File: config.mk
export PLATFORM = sky130hd
export DESIGN_NAME = ulpi_rx_packetizer
export DESIGN_NICKNAME = d
export VERILOG_FILES = /design/src/rtl/ulpi_rx_packetizer.sv
export SDC_FILE = /design/constraint.sdc
export NUM_CORES = 1
export LEC_CHECK = 0
export BUFFER_PORTS_ARGS = -buffer_cell sky130_fd_sc_hd__buf_2
export CAP_MARGIN = 20
export CORE_MARGIN = 2
export CORE_UTILIZATION = 67
export DETAILED_ROUTE_END_ITERATION = 10
export PLACE_DENSITY = 0.85
export RECOVER_POWER = 50
export SETUP_SLACK_MARGIN = 0.5
export SLEW_MARGIN = 10
export SYNTH_ARGS = -nofsm -noshare
export SYNTH_HDL_FRONTEND = slang
export SYNTH_SLANG_ARGS = --single-unit
File: constraint.sdc
create_clock -name i_clk -period 6.2 [get_ports i_clk]
set_input_delay 1.24 -clock i_clk [delete_from_list [all_inputs] [get_ports i_clk]]
set_output_delay 1.24 -clock i_clk [all_outputs]
set_load 0.02 [all_outputs]
File: src/rtl/ulpi_rx_packetizer.sv
// ULPI receive packetizer: decodes RX CMD status, frames USB packets with
// SOP/EOP/error flags, checks PID/CRC and buffers entries in a FWFT FIFO.
module ulpi_rx_packetizer #(
  parameter int FIFO_DEPTH = 16
) (
  input  logic       i_clk,
  input  logic       i_rst,
  input  logic       i_dir,
  input  logic       i_nxt,
  input  logic [7:0] i_data,
  input  logic       i_ready,
  output logic       o_valid,
  output logic [7:0] o_data,
  output logic       o_sop,
  output logic       o_eop,
  output logic       o_err,
  output logic [1:0] o_linestate,
  output logic [1:0] o_vbus,
  output logic       o_rx_active,
  output logic       o_host_disc,
  output logic       o_id,
  output logic       o_overflow
);

  localparam int AW = $clog2(FIFO_DEPTH);
  localparam int CW = AW + 1;

  typedef enum logic [1:0] {
    ST_IDLE = 2'd0,
    ST_PID  = 2'd1,
    ST_BODY = 2'd2,
    ST_DROP = 2'd3
  } state_t;

  function automatic logic [4:0] crc5_byte(input logic [4:0] crc, input logic [7:0] b);
    logic [4:0] c;
    c = crc;
    for (int i = 0; i < 8; i++) begin
      if (c[4] ^ b[i]) c = {c[3:0], 1'b0} ^ 5'h05;
      else             c = {c[3:0], 1'b0};
    end
    return c;
  endfunction

  function automatic logic [15:0] crc16_byte(input logic [15:0] crc, input logic [7:0] b);
    logic [15:0] c;
    c = crc;
    for (int i = 0; i < 8; i++) begin
      if (c[15] ^ b[i]) c = {c[14:0], 1'b0} ^ 16'h8005;
      else              c = {c[14:0], 1'b0};
    end
    return c;
  endfunction

  state_t        state_r;
  logic          dir_q_r;
  logic [1:0]    rx_event_r;
  logic [7:0]    pid_r;
  logic [7:0]    hold_data_r;
  logic          hold_sop_r;
  logic          err_flag_r;
  logic [10:0]   body_cnt_r;
  logic [4:0]    crc5_r;
  logic [15:0]   crc16_r;
  logic [10:0]   mem_r [FIFO_DEPTH];
  logic [AW-1:0] wr_ptr_r;
  logic [AW-1:0] rd_ptr_r;
  logic [CW-1:0] count_r;

  logic          rx_cmd_s;
  logic          data_byte_s;
  logic          dir_fall_s;
  logic          eop_s;
  logic          rx_err_s;
  logic          guard_s;
  logic          class_bad_s;
  logic          pkt_bad_s;
  logic          push_s;
  logic [10:0]   push_entry_s;
  logic          wr_en_s;
  logic          pop_s;
  logic [CW-1:0] count_next_s;

  // Bus decode; the guard keeps one slot behind the held byte for a terminator.
  always_comb begin
    rx_cmd_s    = i_dir & dir_q_r & ~i_nxt;
    data_byte_s = i_dir & dir_q_r & i_nxt;
    dir_fall_s  = ~i_dir & dir_q_r;
    eop_s       = (state_r != ST_IDLE) &
                  ((rx_cmd_s & (i_data[5:4] == 2'b00)) | dir_fall_s);
    rx_err_s    = rx_cmd_s & (i_data[5:4] == 2'b11);
    guard_s     = (count_r > CW'(FIFO_DEPTH - 3));
  end

  // Packet verdict evaluated at end of packet.
  always_comb begin
    case (pid_r[1:0])
      2'b01:   class_bad_s = (body_cnt_r != 11'd2) | (crc5_r != 5'b01100);
      2'b11:   class_bad_s = (body_cnt_r < 11'd2) | (body_cnt_r > 11'd1026) |
                             (crc16_r != 16'h800D);
      2'b10:   class_bad_s = (body_cnt_r != 11'd0);
      default: class_bad_s = 1'b0;
    endcase
    pkt_bad_s = err_flag_r | class_bad_s | (pid_r[3:0] != ~pid_r[7:4]) |
                (dir_fall_s & (rx_event_r != 2'b00));
  end

  // Select what the holding register hands to the FIFO this cycle.
  always_comb begin
    push_s       = 1'b0;
    push_entry_s = 11'h000;
    if ((state_r == ST_PID) || (state_r == ST_BODY)) begin
      if (eop_s) begin
        push_s       = 1'b1;
        push_entry_s = {hold_sop_r, 1'b1, pkt_bad_s, hold_data_r};
      end else if (data_byte_s) begin
        push_s = 1'b1;
        if (guard_s) push_entry_s = {1'b0, 1'b1, 1'b1, 8'h00};
        else         push_entry_s = {hold_sop_r, 1'b0, 1'b0, hold_data_r};
      end else begin
        push_s       = 1'b0;
        push_entry_s = 11'h000;
      end
    end else begin
      push_s       = 1'b0;
      push_entry_s = 11'h000;
    end
  end

  // FIFO handshake and occupancy arithmetic.
  always_comb begin
    pop_s        = o_valid & i_ready;
    wr_en_s      = push_s & (count_r != CW'(FIFO_DEPTH));
    count_next_s = count_r + CW'(wr_en_s) - CW'(pop_s);
  end

  assign {o_sop, o_eop, o_err, o_data} = o_valid ? mem_r[rd_ptr_r] : 11'h000;

  // FIFO storage; contents are qualified by o_valid so no reset is needed.
  always_ff @(posedge i_clk) begin
    if (wr_en_s) mem_r[wr_ptr_r] <= push_entry_s;
  end

  // FIFO pointers, occupancy and head-valid flag.
  always_ff @(posedge i_clk or posedge i_rst) begin
    if (i_rst) begin
      wr_ptr_r <= {AW{1'b0}};
      rd_ptr_r <= {AW{1'b0}};
      count_r  <= {CW{1'b0}};
      o_valid  <= 1'b0;
    end else begin
      if (wr_en_s) wr_ptr_r <= wr_ptr_r + AW'(1);
      if (pop_s)   rd_ptr_r <= rd_ptr_r + AW'(1);
      count_r <= count_next_s;
      o_valid <= (count_next_s != {CW{1'b0}});
    end
  end

  // RX CMD status capture and DIR history.
  always_ff @(posedge i_clk or posedge i_rst) begin
    if (i_rst) begin
      dir_q_r     <= 1'b0;
      rx_event_r  <= 2'b00;
      o_linestate <= 2'b00;
      o_vbus      <= 2'b00;
      o_rx_active <= 1'b0;
      o_host_disc <= 1'b0;
      o_id        <= 1'b0;
    end else begin
      dir_q_r <= i_dir;
      if (rx_cmd_s) begin
        rx_event_r  <= i_data[5:4];
        o_linestate <= i_data[1:0];
        o_vbus      <= i_data[3:2];
        o_rx_active <= i_data[4];
        o_host_disc <= (i_data[5:4] == 2'b10);
        o_id        <= i_data[6];
      end
    end
  end

  // Packet framing FSM with running CRC and body length.
  always_ff @(posedge i_clk or posedge i_rst) begin
    if (i_rst) begin
      state_r     <= ST_IDLE;
      pid_r       <= 8'h00;
      hold_data_r <= 8'h00;
      hold_sop_r  <= 1'b0;
      err_flag_r  <= 1'b0;
      body_cnt_r  <= 11'd0;
      crc5_r      <= 5'h1F;
      crc16_r     <= 16'hFFFF;
      o_overflow  <= 1'b0;
    end else begin
      o_overflow <= 1'b0;
      case (state_r)
        ST_IDLE: begin
          if (data_byte_s) begin
            state_r     <= ST_PID;
            pid_r       <= i_data;
            hold_data_r <= i_data;
            hold_sop_r  <= 1'b1;
            err_flag_r  <= 1'b0;
            body_cnt_r  <= 11'd0;
            crc5_r      <= 5'h1F;
            crc16_r     <= 16'hFFFF;
          end
        end
        ST_PID, ST_BODY: begin
          if (eop_s) begin
            state_r <= ST_IDLE;
          end else if (data_byte_s && guard_s) begin
            state_r    <= ST_DROP;
            o_overflow <= 1'b1;
          end else begin
            state_r <= ST_BODY;
            if (rx_err_s) err_flag_r <= 1'b1;
            if (data_byte_s) begin
              hold_data_r <= i_data;
              hold_sop_r  <= 1'b0;
              if (body_cnt_r != 11'h7FF) body_cnt_r <= body_cnt_r + 11'd1;
              crc5_r  <= crc5_byte(crc5_r, i_data);
              crc16_r <= crc16_byte(crc16_r, i_data);
            end
          end
        end
        ST_DROP: begin
          if (eop_s) state_r <= ST_IDLE;
        end
        default: state_r <= ST_IDLE;
      endcase
    end
  end

endmodule
After elaboration in Yosys (flattened, before gate mapping)
Memories as Yosys holds them, arrays and structs flattened.
Index checks and enable logic that the tools add are counted.
{"block": "classes", "magnitude_cmp": 3, "n_bitwise": 52, "n_eq_ne": 21, "mux": 120, "add_sub_neg": 5, "reduce_logical": 16}
{"op": "16-bit 2-to-1 mux", "n": 40}
{"op": "5-bit 2-to-1 mux", "n": 32}
{"op": "11-bit 2-to-1 mux", "n": 10}
{"op": "16-bit case mux with 2 select lines", "n": 1}
{"op": "3-bit 2-to-1 mux", "n": 8}
{"op": "8-bit 2-to-1 mux", "n": 3}
{"op": "3-bit inverter", "n": 8}
{"op": "11-bit case mux with 2 select lines", "n": 1}
{"op": "1-bit 2-to-1 mux", "n": 16}
{"op": "16-bit != test (second input constant)", "n": 1}
{"op": "2-bit inverter", "n": 8}
{"op": "8-bit case mux with 2 select lines", "n": 1}
{"op": "1-bit XOR", "n": 16}
{"op": "2-bit != test (second input constant)", "n": 7}
{"op": "2-bit == test (second input constant)", "n": 6}
{"op": "11-bit by 1-bit adder with 11-bit output (second input constant)", "n": 1}
{"op": "11-bit > comparator (second input constant)", "n": 1}
{"op": "11-bit by 2-bit < comparator with 1-bit output (second input constant)", "n": 1}
{"op": "11-bit != test (second input constant)", "n": 1}
{"op": "11-bit by 2-bit != test with 1-bit output (second input constant)", "n": 1}
{"op": "11-bit nonzero test", "n": 1}
{"op": "1-bit AND", "n": 10}
{"op": "5-bit case mux with 2 select lines", "n": 1}
{"op": "5-bit AND reduction", "n": 2}
{"op": "other kinds (24)", "n": 40}
{"block": "totals", "elab_cells": 238, "mem_count": 1, "in_bits": 13, "ramBits": 176, "reg_bits": 77}
{"name": "mem_r", "depth": 16, "word_bits": 11, "rd": 1, "rd_ports_with_merged_regs": 0, "write_ports": 1, "line_no": "65", "text": "logic [10:0] mem_r [FIFO_DEPTH];"}

Logic depth before layout (Yosys ltp)
{"block": "depth", "ltp_word": 49, "ltp_mapped": 15, "depth_no_buf": 15}

Worst setup path after synthesis
No wires, ideal clock.
{"block": "synth_timing", "kind": "input -> register", "from": "input i_data[5]", "to": "register o_valid", "path_slack_ps": 2012, "setup_time_ps": 131, "t_arrival_ps": 4057, "path_stages": 12, "path_cell_list": "buf_4 > o31a_1 > or3b_4 > a21oi_2 > inv_1 > ha_1 > inv_1 > ha_1 > fa_1 > xor2_1 > or3_1 > or3_1"}
{"block": "synth_via", "elab_chain_len": 10}
{"item": "from (decl)", "line_no": "10", "text": "input logic [7:0] i_data,"}
{"item": "2-bit logical NOT", "line_no": "90", "text": "((rx_cmd_s & (i_data[5:4] == 2'b00)) | dir_fall_s);"}
{"item": "1-bit AND", "line_no": "90"}
{"item": "1-bit OR", "line_no": "90"}
{"item": "1-bit AND", "line_no": "89", "text": "eop_s = (state_r != ST_IDLE) &"}
{"item": "1-bit 2-to-1 mux", "line_no": "113", "text": "if (eop_s) begin"}
{"item": "1-bit 2-to-1 mux", "line_no": "112", "text": "if ((state_r == ST_PID) || (state_r == ST_BODY)) begin"}
{"item": "1-bit AND", "line_no": "133", "text": "wr_en_s = push_s & (count_r != CW'(FIFO_DEPTH));"}
{"item": "5-bit by 1-bit adder with 5-bit output", "line_no": "134", "text": "count_next_s = count_r + CW'(wr_en_s) - CW'(pop_s);"}
{"item": "5-bit by 1-bit subtractor with 5-bit output", "line_no": "134"}
{"item": "named net count_next_s[2]", "line_no": "82", "text": "logic [CW-1:0] count_next_s;"}
{"item": "5-bit nonzero test", "line_no": "155", "text": "o_valid <= (count_next_s != {CW{1'b0}});"}
{"item": "to (signal assigned)", "line_no": "155"}
{"item": "to (decl)", "line_no": "12", "text": "output logic o_valid,"}
The timed path passes the listed nets, and every way through them passes these cells.
A chain may end at the register's enable or synchronous reset.

Worst setup path after layout
{"block": "layout_timing", "from": "register rd_ptr_r[0]", "to": "output o_err"}
{"block": "layout_via", "elab_chain_len": 2}
{"item": "from (decl)", "line_no": "67", "text": "logic [AW-1:0] rd_ptr_r;"}
{"item": "from (signal assigned)", "line_no": "148", "text": "rd_ptr_r <= {AW{1'b0}};"}
{"item": "from (signal assigned)", "line_no": "153", "text": "if (pop_s) rd_ptr_r <= rd_ptr_r + AW'(1);"}
{"item": "memory read 16 x 11 bit"}
{"item": "11-bit 2-to-1 mux", "line_no": "137", "text": "assign {o_sop, o_eop, o_err, o_data} = o_valid ? mem_r[rd_ptr_r] : 11'h000;"}
{"item": "to (decl)", "line_no": "16", "text": "output logic o_err,"}
Every way passes these cells.

==> flow_metrics.env <==
export IMPL_avgViaCountPerCell=6.41
export IMPL_gp_congestion=0.827
export IMPL_die_w_um=132
export IMPL_report_power_total_mw=5.95
export IMPL_cts_buffer_depth=3
export IMPL_cpMostUsedCell="mux4_2"
export IMPL_finalSetupTns_ps=0
export IMPL_synth_cell_types=62
export IMPL_drt_first_pass_iters=6
export IMPL_cp_slowest_cell="buf_4"
export IMPL_cts_root_buf="clkbuf_16"
export IMPL_fp_row_count=46
export IMPL_drt_iter0_drc=453
export IMPL_routedWlPerCell_um=24.7
export IMPL_status="finished with violations"
export IMPL_cts_setup_buffers=0
export IMPL_ys_ff_latch=252
export IMPL_cp_end_kind="output port"
export IMPL_path_delay_family="multiplexers"
export IMPL_cp_arrival_ps=3060
export IMPL_max_slew_worst_pin_slew_ps=1730
export IMPL_max_cap_viol_count=1
export IMPL_cp_data_required_time_ps=4960
export IMPL_initial_core_util_pct=68.6
export IMPL_failed_checks="capacitance limit, slew limit"
export IMPL_cts_tree="yes"
export IMPL_drt_wl_total_um=22500
export IMPL_synthesis_nets=673
export IMPL_hold_path_class="flop to flop"
export IMPL_yosysSeqAreaShare_pct=65.9
export IMPL_overflow=0
export IMPL_syn_area_um2=10900
export IMPL_area_delta_synth_final_pct=9.76
export IMPL_synthArstFlopShare_pct=30.2
export IMPL_numCtsBuffers=26
export IMPL_vias=5846
export IMPL_worst_slack_ps=1900
export IMPL_antenna_found_initial=0
export IMPL_die_y_um=132
export IMPL_crit_fanout=47
export IMPL_nets=712
export IMPL_post_place_ws_ps=1790
export IMPL_grt_pass1_vias=6199
export IMPL_ios=33
export IMPL_clock_fmax_ghz=0.232
export IMPL_clk_latency_ps=510
export IMPL_yosys_most_used_dff="edfxtp_1"
export IMPL_p_per_area_nw_per_um2=496
export IMPL_coreArea_um2=15900
export IMPL_fin_crit_ps=4300
export IMPL_worst_path_largest_cell_delay_ps=660
export IMPL_htreeDepth=1
export IMPL_maxSlewHeadroom_pct=-15.5
export IMPL_cp_start_kind="flop"
export IMPL_avgSynthCellArea_um2=17.1
export IMPL_ys_warn_count=0
export IMPL_ir_drop_mv=0.334
export IMPL_ant_nets=0
export IMPL_rsz0062_at_grt="no"
export IMPL_hold_violations=0
export IMPL_cp_cell_sequence="buf_4 > mux4_2 > mux4_2 > and2_1 > buf_2"
export IMPL_critical_path_class="flop to output port"
export IMPL_synth_edf_count=176
export IMPL_cts_clk_slew_worst_paths_ps=60
export IMPL_place_detailed_hpwl_um=14100
export IMPL_cts_hold_buf=0
export IMPL_post_cts_resized=0
export IMPL_period_share_pct=69.4
export IMPL_grt_max_degree=77
export IMPL_place_port_buffers=32
export IMPL_grt_pass1_wl_um=35200
export IMPL_syn_instance_count=639
export IMPL_slew_violations=31
export IMPL_clock_sinks=252
export IMPL_dieArea_um2=17400
export IMPL_drc=0
export IMPL_power_leakage_nw=4.31
export IMPL_antenna_cells=0
export IMPL_fin_skew_ps=8.70
export IMPL_cp_num_buf_inv=2
export IMPL_drive_gt1_share_pct=23.4
export IMPL_gr_usage_all_layers_pct=27.0
export IMPL_finalSetupViolCount=0
-- routing by layer --
metal | track usage, % | wire, um | part of all wire [%] | vias up
met1 | 36.3 | 8860 | 39 | 3018
li1 | - | - | - | 2547
met3 | 3.38 | 1150 | 5.1 | 52
met4 | 9.78 | 673 | 3.0 | 0
met5 | 0 | 0 | 0 | -
met2 | 46.3 | 11900 | 53 | 229
-- final timing paths --
kind	endpoint	depth (start not counted)	startpoint	slack, ps
max in group asynchronous	body_cnt_r[4]	3	i_rst	4540
setup reg to reg	o_valid	12	state_r[0]	2550
hold reg to reg	hold_data_r[3]	1	hold_data_r[3]	490
min in group asynchronous	rd_ptr_r[2]	3	i_rst	1010
hold / removal	hold_data_r[3]	1	hold_data_r[3]	490
setup / recovery	o_err	5	rd_ptr_r[0]	1900
-- per-stage QoR --
step / area [um2] / std cells / hold slack [ps] / utilization, %
final: 12000 / 912 / 492 / 75.3
after global routing: 12000 / 912 / 514 / 75.3
after CTS: 12100 / 911 / 512 / 75.7
after detailed placement: 11300 / 865 / 497 / 70.9
after global placement: 11300 / 864 / 466 / 70.9
after floorplan: 10900 / 639 / 456 / -
-- state kept, by name (all words and copies together), names as in the netlist, 2 cells and up --
register and flops:
mem_r 176, crc16_r 16, body_cnt_r 11, hold_data_r 8
pid_r 8, count_r 5, crc5_r 5, rd_ptr_r 4
wr_ptr_r 4, o_linestate 2, o_vbus 2, rx_event_r 2
state_r 2
-- cell families after synthesis --
| family | Yosys count | synth area share [%] |
|---|---|---|
| AO/OA/AOI/OAI | 66 | 4.27 |
| XOR/XNOR | 49 | 4.67 |
| adder cells (fa/ha/maj) | 21 | 2.47 |
| buffers and inverters | 46 | 1.86 |
| flip-flops | 252 | 65.9 |
| multiplexers | 79 | 14.1 |
| AND/OR/NAND/NOR | 126 | 6.71 |
-- layout make-up --
class                   count  area [um2]
clock inverters            12        61.3
fillers                   953        3940
well taps                 216         270
multi-input cells         341        3480
repair buffers             40         200
flip-flops and latches    252        7220
inverters                  17        63.8
clock buffers              34         712
-- cell usage after synthesis, types with 2 or more instances --
cell,count,area share (%)
nor2_1,12,0.41
xnor2_1,28,2.2
mux2_2,16,1.6
a21o_1,2,0.14
clkbuf_1,15,0.51
nor4_1,6,0.34
buf_2,7,0.32
dfstp_2,21,5.0
dfrtp_1,55,13
buf_4,2,0.14
edfxtp_1,176,48
o31ai_1,5,0.34
nand3_1,10,0.46
o22a_1,9,0.72
and2_1,34,1.9
or3_1,9,0.51
a2bb2oi_1,10,0.80
xor2_1,15,1.2
nand4_1,4,0.23
nor2b_1,2,0.11
nor3_1,3,0.14
buf_1,3,0.10
or4_1,4,0.27
ha_1,20,2.3
mux4_2,55,11
buf_6,2,0.21
a31oi_1,2,0.11
mux2_4,8,1.1
and3_1,6,0.34
nor3b_1,6,0.41
nand3b_1,2,0.14
xnor3_1,3,0.62
inv_1,17,0.58
o21ai_0,11,0.50
a21oi_1,14,0.64
nand2_1,19,0.65
-- cell usage in the layout, fill, tap and decap left out, drive strengths merged, types with 10 or more instances in the layout --
master   count
nand3       10
edfxtp     176
mux4        55
xor2        16
o22a        10
and2        35
xnor2       28
clkinv      10
dfstp       21
nand2       19
inv         18
dfrtp       55
o21ai       11
a21oi       15
buf         24
a2bb2oi     10
mux2        24
nor2        12
clkbuf      50
ha          20
-- report_power, final --
| part | leakage (nW) | switching, mW | internal, mW |
|---|---|---|---|
| clock | 0.381 | 0.601 | 0.806 |
| sequential | 2.52 | 0.259 | 2.19 |
| combinational | 1.41 | 1.06 | 1.04 |
Power figures use the tool's default switching activity.
